$ cat src/rtl/vending_pkg.sv
// Shared definitions for the vending controller: FSM state encoding, coin
// denominations, and helpers for price lookup and saturating addition.
package vending_pkg;

  typedef enum logic [1:0] {
    ST_IDLE     = 2'd0,
    ST_SELECTED = 2'd1,
    ST_DISPENSE = 2'd2
  } vend_state_e;

  // Denomination of coin input bit 0..3.
  localparam int COIN_VAL [4] = '{1, 2, 5, 10};

  // Widest packed price list the slice helper accepts.
  localparam int MAX_PACK_W = 1024;

  // Extract item idx from a packed price list of val_w-bit entries.
  function automatic logic [31:0] price_slice(input logic [MAX_PACK_W-1:0] prices,
                                              input int idx, input int val_w);
    logic [MAX_PACK_W-1:0] shifted;
    logic [31:0]           mask;
    shifted = prices >> (idx * val_w);
    mask    = (val_w >= 32) ? '1 : ((32'd1 << val_w) - 32'd1);
    return shifted[31:0] & mask;
  endfunction

  // a + b clamped to the largest val_w-bit value.
  function automatic logic [31:0] sat_add(input logic [31:0] a, input logic [31:0] b,
                                          input int val_w);
    logic [32:0] sum;
    logic [32:0] lim;
    sum = {1'b0, a} + {1'b0, b};
    lim = (33'd1 << val_w) - 33'd1;
    return (sum > lim) ? lim[31:0] : sum[31:0];
  endfunction

endpackage

$ cat src/rtl/vending_controller_n_if.sv
// Button/coin inputs and binary display outputs of the vending controller.
// master: the input side (buttons, coin acceptor, bench).
// slave : the controller core.
interface vending_controller_n_if #(
  parameter int N_ITEMS = 4,
  parameter int VAL_W   = 7
);
  logic [3:0]         coin;
  logic [N_ITEMS-1:0] select;
  logic               confirm;
  logic               cancel;
  logic               reset_total;
  logic               restock;
  logic [VAL_W-1:0]   price;
  logic [VAL_W-1:0]   balance;
  logic [VAL_W-1:0]   change;
  logic [VAL_W-1:0]   total;
  logic [N_ITEMS-1:0] vend_item;
  logic [N_ITEMS-1:0] sold_out;
  logic               alarm;

  modport master (
    output coin, select, confirm, cancel, reset_total, restock,
    input  price, balance, change, total, vend_item, sold_out, alarm
  );

  modport slave (
    input  coin, select, confirm, cancel, reset_total, restock,
    output price, balance, change, total, vend_item, sold_out, alarm
  );
endinterface

$ cat src/rtl/vending_controller_n_rise_edge.sv
// Rising-edge detector: one register stage of the previous sample plus
// AND-NOT, so a held level produces a single-cycle pulse.
// Ports: clk, rst (async, active-high), din[W], rise[W].
module rise_edge #(
  parameter int W = 1
) (
  input  logic         clk,
  input  logic         rst,
  input  logic [W-1:0] din,
  output logic [W-1:0] rise
);
  logic [W-1:0] prev_q, prev_d;

  always_comb begin
    prev_d = din;
  end

  always_ff @(posedge clk or posedge rst) begin
    if (rst) prev_q <= '0;
    else     prev_q <= prev_d;
  end

  assign rise = din & ~prev_q;
endmodule

$ cat src/rtl/vending_controller_n.sv
// N-item vending controller core: coin acceptance with balance limit, item
// selection with sold-out check, purchase with change, cancel/refund,
// inactivity timeout, timed dispense pulse and saturating sales total.
// Ports: clk, rst (async, active-high), bus (vending_controller_n_if.slave)
// carrying coin/select/confirm/cancel/reset_total/restock in and
// price/balance/change/total/vend_item/sold_out/alarm out.
module vending_controller_n
  import vending_pkg::*;
#(
  parameter int                         N_ITEMS     = 4,
  parameter int                         VAL_W       = 7,
  parameter logic [N_ITEMS*VAL_W-1:0]   PRICES      = {7'd10, 7'd5, 7'd2, 7'd1},
  parameter int                         MAX_BALANCE = 99,
  parameter int                         STOCK_W     = 4,
  parameter int                         STOCK_INIT  = 9,
  parameter int                         TIMEOUT_CYC = 30,
  parameter int                         HOLD_CYC    = 3
) (
  input logic                   clk,
  input logic                   rst,
  vending_controller_n_if.slave bus
);

  localparam int IDX_W = (N_ITEMS > 1) ? $clog2(N_ITEMS) : 1;
  localparam int TMR_W = $clog2(TIMEOUT_CYC + 1);
  localparam int HLD_W = $clog2(HOLD_CYC + 1);
  localparam logic [TMR_W-1:0] TMR_LAST = TMR_W'(TIMEOUT_CYC - 1);
  localparam logic [HLD_W-1:0] HLD_LAST = HLD_W'(HOLD_CYC - 1);
  localparam logic [VAL_W:0]   BAL_MAX  = (VAL_W+1)'(MAX_BALANCE);

  // Edge detection on every input
  logic [3:0]         coin_e;
  logic [N_ITEMS-1:0] sel_e;
  logic [3:0]         ctrl_e;
  logic               confirm_e, cancel_e, rtot_e, restock_e;

  rise_edge #(.W(4)) u_coin_edge (
    .clk(clk), .rst(rst), .din(bus.coin), .rise(coin_e)
  );
  rise_edge #(.W(N_ITEMS)) u_sel_edge (
    .clk(clk), .rst(rst), .din(bus.select), .rise(sel_e)
  );
  rise_edge #(.W(4)) u_ctrl_edge (
    .clk(clk), .rst(rst),
    .din({bus.restock, bus.reset_total, bus.cancel, bus.confirm}),
    .rise(ctrl_e)
  );

  assign confirm_e = ctrl_e[0];
  assign cancel_e  = ctrl_e[1];
  assign rtot_e    = ctrl_e[2];
  assign restock_e = ctrl_e[3];

  // Controller state
  vend_state_e        state_q, state_d;
  logic [VAL_W-1:0]   bal_q, bal_d;
  logic [VAL_W-1:0]   price_q, price_d;
  logic [VAL_W-1:0]   change_q, change_d;
  logic [VAL_W-1:0]   total_q, total_d;
  logic [N_ITEMS-1:0] vend_q, vend_d;
  logic               alarm_q, alarm_d;
  logic [IDX_W-1:0]   sel_idx_q, sel_idx_d;
  logic [TMR_W-1:0]   timer_q, timer_d;
  logic [HLD_W-1:0]   hold_q, hold_d;

  logic [N_ITEMS-1:0] stock_dec;
  logic               stock_load;
  logic [N_ITEMS-1:0] sold_out_w;

  logic [VAL_W-1:0]   coin_val;
  logic [VAL_W:0]     bal_sum;
  logic [IDX_W-1:0]   sel_new;
  logic               grp_accept;
  logic               accept;
  logic               reject;
  logic               do_refund;
  logic               timeout;

  always_comb begin
    state_d    = state_q;
    bal_d      = bal_q;
    price_d    = price_q;
    change_d   = change_q;
    total_d    = total_q;
    vend_d     = vend_q;
    alarm_d    = alarm_q;
    sel_idx_d  = sel_idx_q;
    timer_d    = '0;
    hold_d     = hold_q;
    stock_dec  = '0;
    stock_load = 1'b0;
    coin_val   = '0;
    sel_new    = '0;
    grp_accept = 1'b0;
    accept     = 1'b0;
    reject     = 1'b0;
    do_refund  = 1'b0;
    timeout    = 1'b0;

    for (int b = 0; b < 4; b++) begin
      if (coin_e[b]) coin_val = VAL_W'(COIN_VAL[b]);
    end
    bal_sum = {1'b0, bal_q} + {1'b0, coin_val};

    for (int i = 0; i < N_ITEMS; i++) begin
      if (sel_e[i]) sel_new = IDX_W'(i);
    end

    // Only the highest-priority edge present acts; the rest are dropped.
    unique case (state_q)
      ST_IDLE, ST_SELECTED: begin
        if (cancel_e) begin
          do_refund  = 1'b1;
          grp_accept = 1'b1;
        end else if (confirm_e) begin
          if (state_q == ST_SELECTED && bal_q >= price_q) begin
            change_d   = bal_q - price_q;
            bal_d      = '0;
            total_d    = VAL_W'(sat_add(32'(total_q), 32'(price_q), VAL_W));
            stock_dec[sel_idx_q] = 1'b1;
            vend_d     = N_ITEMS'(1) << sel_idx_q;
            hold_d     = '0;
            state_d    = ST_DISPENSE;
            grp_accept = 1'b1;
          end else begin
            reject = 1'b1;
          end
        end else if (|sel_e) begin
          if ($onehot(sel_e) && !sold_out_w[sel_new]) begin
            sel_idx_d  = sel_new;
            price_d    = VAL_W'(price_slice(MAX_PACK_W'(PRICES), int'(sel_new), VAL_W));
            state_d    = ST_SELECTED;
            grp_accept = 1'b1;
          end else begin
            reject = 1'b1;
          end
        end else if (|coin_e) begin
          if ($onehot(coin_e) && bal_sum <= BAL_MAX) begin
            bal_d      = bal_sum[VAL_W-1:0];
            change_d   = '0;
            grp_accept = 1'b1;
          end else begin
            reject = 1'b1;
          end
        end

        // A rejected action does not count as activity, so the timeout
        // still fires alongside it.
        timeout = (state_q == ST_SELECTED) && !grp_accept && (timer_q == TMR_LAST);
        if (timeout) do_refund = 1'b1;

        if (do_refund) begin
          change_d  = bal_q;
          bal_d     = '0;
          price_d   = '0;
          sel_idx_d = '0;
          state_d   = ST_IDLE;
        end

        if (state_q == ST_SELECTED && state_d == ST_SELECTED && !grp_accept)
          timer_d = timer_q + TMR_W'(1);
      end

      ST_DISPENSE: begin
        // Higher-priority edges are ignored here but still mask coins.
        if (!(cancel_e || confirm_e || (|sel_e)) && (|coin_e)) reject = 1'b1;

        if (hold_q == HLD_LAST) begin
          state_d   = ST_IDLE;
          vend_d    = '0;
          price_d   = '0;
          sel_idx_d = '0;
        end else begin
          hold_d = hold_q + HLD_W'(1);
        end
      end

      default: state_d = ST_IDLE;
    endcase

    accept = grp_accept | do_refund;

    // Clearing the total overrides a same-cycle sale.
    if (rtot_e) begin
      total_d = '0;
      accept  = 1'b1;
    end

    if (restock_e) begin
      if (state_q == ST_IDLE) begin
        stock_load = 1'b1;
        accept     = 1'b1;
      end else begin
        reject = 1'b1;
      end
    end

    if (reject)      alarm_d = 1'b1;
    else if (accept) alarm_d = 1'b0;
  end

  always_ff @(posedge clk or posedge rst) begin
    if (rst) begin
      state_q   <= ST_IDLE;
      bal_q     <= '0;
      price_q   <= '0;
      change_q  <= '0;
      total_q   <= '0;
      vend_q    <= '0;
      alarm_q   <= 1'b0;
      sel_idx_q <= '0;
      timer_q   <= '0;
      hold_q    <= '0;
    end else begin
      state_q   <= state_d;
      bal_q     <= bal_d;
      price_q   <= price_d;
      change_q  <= change_d;
      total_q   <= total_d;
      vend_q    <= vend_d;
      alarm_q   <= alarm_d;
      sel_idx_q <= sel_idx_d;
      timer_q   <= timer_d;
      hold_q    <= hold_d;
    end
  end

  // Per-item stock down-counters
  for (genvar g = 0; g < N_ITEMS; g++) begin : g_stock
    logic [STOCK_W-1:0] cnt_q, cnt_d;

    always_comb begin
      cnt_d = cnt_q;
      if (stock_load)                       cnt_d = STOCK_W'(STOCK_INIT);
      else if (stock_dec[g] && cnt_q != '0) cnt_d = cnt_q - STOCK_W'(1);
    end

    always_ff @(posedge clk or posedge rst) begin
      if (rst) cnt_q <= STOCK_W'(STOCK_INIT);
      else     cnt_q <= cnt_d;
    end

    assign sold_out_w[g] = (cnt_q == '0);
  end

  assign bus.price     = price_q;
  assign bus.balance   = bal_q;
  assign bus.change    = change_q;
  assign bus.total     = total_q;
  assign bus.vend_item = vend_q;
  assign bus.sold_out  = sold_out_w;
  assign bus.alarm     = alarm_q;

endmodule

$ cat src/flat_wrapper.sv
// flat-port wrapper written by rule: the top's interface ports become plain ports
module vending_controller_n_flat import vending_pkg::*;
#(
  parameter int                         N_ITEMS     = 4,
  parameter int                         VAL_W       = 7,
  parameter logic [N_ITEMS*VAL_W-1:0]   PRICES      = {7'd10, 7'd5, 7'd2, 7'd1},
  parameter int                         MAX_BALANCE = 99,
  parameter int                         STOCK_W     = 4,
  parameter int                         STOCK_INIT  = 9,
  parameter int                         TIMEOUT_CYC = 30,
  parameter int                         HOLD_CYC    = 3
)
  (clk, rst, bus_coin, bus_select, bus_confirm, bus_cancel, bus_reset_total, bus_restock, bus_price, bus_balance, bus_change, bus_total, bus_vend_item, bus_sold_out, bus_alarm);
  vending_controller_n_if #(.N_ITEMS(N_ITEMS), .VAL_W(VAL_W)) bus_i ();
  input logic clk;
  input logic rst;
  input wire logic [$bits(bus_i.coin)-1:0] bus_coin;
  input wire logic [$bits(bus_i.select)-1:0] bus_select;
  input wire logic [$bits(bus_i.confirm)-1:0] bus_confirm;
  input wire logic [$bits(bus_i.cancel)-1:0] bus_cancel;
  input wire logic [$bits(bus_i.reset_total)-1:0] bus_reset_total;
  input wire logic [$bits(bus_i.restock)-1:0] bus_restock;
  output wire logic [$bits(bus_i.price)-1:0] bus_price;
  output wire logic [$bits(bus_i.balance)-1:0] bus_balance;
  output wire logic [$bits(bus_i.change)-1:0] bus_change;
  output wire logic [$bits(bus_i.total)-1:0] bus_total;
  output wire logic [$bits(bus_i.vend_item)-1:0] bus_vend_item;
  output wire logic [$bits(bus_i.sold_out)-1:0] bus_sold_out;
  output wire logic [$bits(bus_i.alarm)-1:0] bus_alarm;
  assign bus_i.coin = bus_coin;
  assign bus_i.select = bus_select;
  assign bus_i.confirm = bus_confirm;
  assign bus_i.cancel = bus_cancel;
  assign bus_i.reset_total = bus_reset_total;
  assign bus_i.restock = bus_restock;
  assign bus_price = bus_i.price;
  assign bus_balance = bus_i.balance;
  assign bus_change = bus_i.change;
  assign bus_total = bus_i.total;
  assign bus_vend_item = bus_i.vend_item;
  assign bus_sold_out = bus_i.sold_out;
  assign bus_alarm = bus_i.alarm;
  vending_controller_n #(.N_ITEMS(N_ITEMS), .VAL_W(VAL_W), .PRICES(PRICES), .MAX_BALANCE(MAX_BALANCE), .STOCK_W(STOCK_W), .STOCK_INIT(STOCK_INIT), .TIMEOUT_CYC(TIMEOUT_CYC), .HOLD_CYC(HOLD_CYC)) u_core (.clk(clk), .rst(rst), .bus(bus_i));
endmodule
$ cat config.mk
export PLATFORM = sky130hd
export DESIGN_NAME = vending_controller_n_flat
export DESIGN_NICKNAME = d
export VERILOG_FILES = /design/src/rtl/vending_pkg.sv /design/src/rtl/vending_controller_n_if.sv /design/src/rtl/vending_controller_n_rise_edge.sv /design/src/rtl/vending_controller_n.sv /design/src/flat_wrapper.sv
export SDC_FILE = /design/constraint.sdc
export NUM_CORES = 1
export LEC_CHECK = 0
export ABC_AREA = 0
export CORE_ASPECT_RATIO = 0.7
export CORE_MARGIN = 3
export CORE_UTILIZATION = 35
export DETAILED_ROUTE_END_ITERATION = 16
export PLACE_DENSITY = 0.65
export SLEW_MARGIN = 30
export SYNTH_ARGS = -nofsm -noshare
export SYNTH_HDL_FRONTEND = slang
export SYNTH_SLANG_ARGS = --single-unit
$ cat constraint.sdc
create_clock -name clk -period 3.74 [get_ports clk]
set_input_delay 0.374 -clock clk [delete_from_list [all_inputs] [get_ports clk]]
set_output_delay 0.374 -clock clk [all_outputs]
set_load 0.01 [all_outputs]
==> impl_metrics.py <==
metrics = {
    "clock_network": {
        "clock_latency_ps": 330,
        "cts_tree": "yes",
        "clkTransAtPathRegs_ps": 60,
        "cts_max_level": 3,
        "cts_num_sinks": 68,
        "cts_buffers": 9,
        "cts_buffer_depth": 2,
        "root_buffer": "clkbuf_16",
        "postCtsSetupBuffers": 0,
        "cts_resized": 0,
        "cts_hold_buffers": 0,
    },
    "routing": {
        "wirelength_mm": 10.7,
        "vias": 3521,
        "drt_iter0_markers": 269,
        "dr.pass1.iters": 5,
        "drc": 0,
        "wl_per_cell_um": 16.3,
        "ant_nets": 0,
        "vias_per_cell": 5.36,
    },
    "placement": {
        "place.port_buffers": 47,
        "dpl.hpwl_mm": 8.15,
        "post-place-ws_ps": -53.4,
        "finalWeightedCongestion": 0.914,
    },
    "logic_synthesis": {
        "yosys.area.top_type": "dfrtp_1",
        "synth_edf_count": 0,
        "ys_ff_latch": 68,
        "synth_cells": 436,
        "syn_area_per_cell_sq_um": 9.85,
        "synth_top_area_share_pct": 35.0,
        "synth_flop_cell": "dfrtp_1",
        "synth_warnings": 0,
        "synth_area_leaders": "dfrtp_1 (35%), ha_1 (8.2%), dfstp_2 (4.9%), nor2_1 (3.5%), xnor2_1 (2.7%)",
        "synth-seq-area-share_pct": 39.8,
        "synthArstFlopShare_pct": 100,
        "syn_area_sq_mm": 0.00430,
        "synth_cell_types": 72,
    },
    "finish": {
        "final_common_cell": "dfrtp_1",
        "drive_gt1_share_pct": 13.8,
        "area_growth_pct": 22.5,
        "diodes": 0,
        "nFillCells": 1098,
        "final_cell_mix": "dfrtp_1 (60), clkdlybuf4s50_1 (47), nor2_1 (40)",
        "final_nets": 543,
    },
    "sta": {
        "period_minus_slack_ps": 3470,
        "layout_setup_ws_ps": 271,
        "setup_viol": 0,
        "worstMarginPinSlew_ps": 641,
        "hold_viol": 0,
        "max-slew-margin-rel_pct": 57.1,
        "grt_setup_unrepaired": "false",
        "hold_ws_ps": 431,
        "max_freq_mhz": 288,
        "period_share_pct": 92.8,
        "slew_violations": 0,
        "finClkSkew_ps": 5.44,
    },
    "setup_path": {
        "cp_max_fo": 6,
        "ff2ff_path_depth": 13,
        "reg2reg_slack_ps": 380,
        "crit_end": "u_core.bus.change[4]",
        "startpoint": "bus_coin[0]",
        "cp.arrival_ps": 3680,
        "worstPathRequired_ps": 3960,
        "crit_type": "input pin to flip-flop",
        "critPathSlowestCell": "o2111ai_1",
        "crit_chain": "clkdlybuf4s50_1, nand2b_1, inv_1, ha_1, o21a_1, ha_1, fa_1, a21oi_2, maj3_4, buf_4, o21a_1, o32ai_2, o2111ai_1, nand2_2, o32a_1",
        "worst_setup_path_end_kind": "flip-flop",
        "worstReg2RegEnd": "u_core.bus.change[4]",
        "cp-start-kind": "input pin",
        "critPathMaxStageDelay_ps": 530,
        "r2r_start": "u_core.u_coin_edge.prev_q[1]",
    },
    "flow_run": {
        "drv_cap": 0,
    },
    "floorplan": {
        "io_pins": 51,
        "die_y_um": 98.7,
        "core_area_sq_mm": 0.0119,
        "start_util_pct": 36.2,
        "dieArea_sq_mm": 0.0137,
        "fp-row-count": 33,
        "die_x_um": 138,
    },
    "global_routing": {
        "grt_pass1_vias": 3397,
        "grtUsageTotal_pct": 16.2,
        "grt_antenna_before_repair": 0,
        "grt_max_degree": 29,
        "grt_pass1_wl_mm": 17.8,
        "grt.overflow.total": 0,
    },
    "power": {
        "power.density_mw_per_mm2": 611,
        "power.leakage_nw": 2.22,
        "ir_drop_uv": 278,
    },
    "hold_path": {
        "hold_class": "input pin to asynchronous set/reset pin",
    },
    "status": {
        "status": "completed",
    },
}
==> synthesized netlist by cell type, types with 2 or more instances <==
master     number
dfrtp_1        60
nor2_1         40
ha_1           28
inv_1          27
nand2_1        26
o21ai_0        20
a21oi_1        16
nand2b_1       16
nand3_1        15
nor3_1         14
xnor2_1        13
xor2_1         11
a31oi_1        10
o211ai_1       10
dfstp_2         8
nor2b_1         8
clkbuf_1        6
o31ai_1         6
a211oi_1        5
a21o_1          5
and2_1          5
buf_4           5
fa_1            5
nand4_1         5
o21a_1          5
a22o_1          4
buf_2           3
nor4_2          3
o21ai_1         3
o21ai_2         3
a22oi_1         2
nor3b_1         2
o2111ai_1       2
o211ai_2        2
o221a_2         2
o221ai_2        2
o22ai_1         2
o32a_1          2
or3_1           2
==> registers in the layout, summed over array words and instances, names as in the netlist, 3 cells and up <==
name and count:
u_core.bus.total 7, u_core.bus.vend_item 4, u_core.u_ctrl_edge.prev_q 4, u_core.timer_q 5, u_core.bus.price 3, u_core.u_sel_edge.prev_q 4, u_core.bus.balance 7, u_core.bus.change 7
u_core.g_stock.cnt_q 16, u_core.u_coin_edge.prev_q 4
==> layout make-up <==
cell class | count | area [sq um] | share of cell area, %
multi-input combinational | 326 | 2400 | 45.6
sequential | 68 | 1710 | 32.5
timing repair buffer | 63 | 591 | 11.2
clock buffer | 10 | 229 | 4.35
tap | 157 | 196 | 3.73
inverter | 28 | 105 | 2.00
clock inverter | 5 | 30.0 | 0.571
==> worst min-delay path by stage <==
stage / endpoint / cells past startpoint
floorplan: u_core.u_coin_edge.prev_q[0] / 0
global placement: u_core.timer_q[0] / 1
detailed placement: u_core.timer_q[0] / 1
CTS: u_core.timer_q[2] / 2
global route: u_core.u_coin_edge.prev_q[1] / 2
finish: u_core.u_coin_edge.prev_q[1] / 2
==> report_power, final <==
part	total [mW]	switching, mW	leakage [nW]	internal [mW]
registers	1.14	0.237	0.859	0.907
logic	1.31	0.690	1.23	0.625
clock network	0.754	0.313	0.124	0.441
==> worst max-delay path: cells and delay by family <==
family / cells / cell delay (ps)
fa+ha+maj: 4 / 1040
compound gates: 6 / 1350
simple gates: 2 / 310
buf+inv: 3 / 620
==> kinds of logic (layout without fill, tap and decap cells) <==
logic type	Yosys count	after routing	share of synthesized area, %
buf+inv	44	106	4.63
other cells	1	3	0.0873
fa+ha+maj	34	34	10.8
compound gates	118	118	21.3
flops	68	68	39.8
simple gates	144	144	17.4
xor+xnor	24	24	4.89
mux	3	3	1.02
==> layer usage <==
metal | track usage, % | part of all wire [%] | vias to the layer above
met5 | 0 | 0 | -
met4 | 5.16 | 1.5 | 0
met3 | 4.56 | 7.4 | 14
met2 | 22.7 | 42 | 155
met1 | 24.1 | 49 | 1658
li1 | - | - | 1694
==> stage by stage <==
stage	cell area (sq um)	instances	TNS [ps]	util, %	power [mW]
3_3_place_gp	5000	642	0	42.2	2.41
2_1_floorplan	4300	438	0	-	1.93
6_report	5260	657	0	44.4	3.21
5_1_grt	5260	657	0	44.4	3.42
4_1_cts	5260	657	0	44.4	3.22
3_5_place_dp	5000	642	-302	42.2	2.45
(Power assumes the default switching activity.)
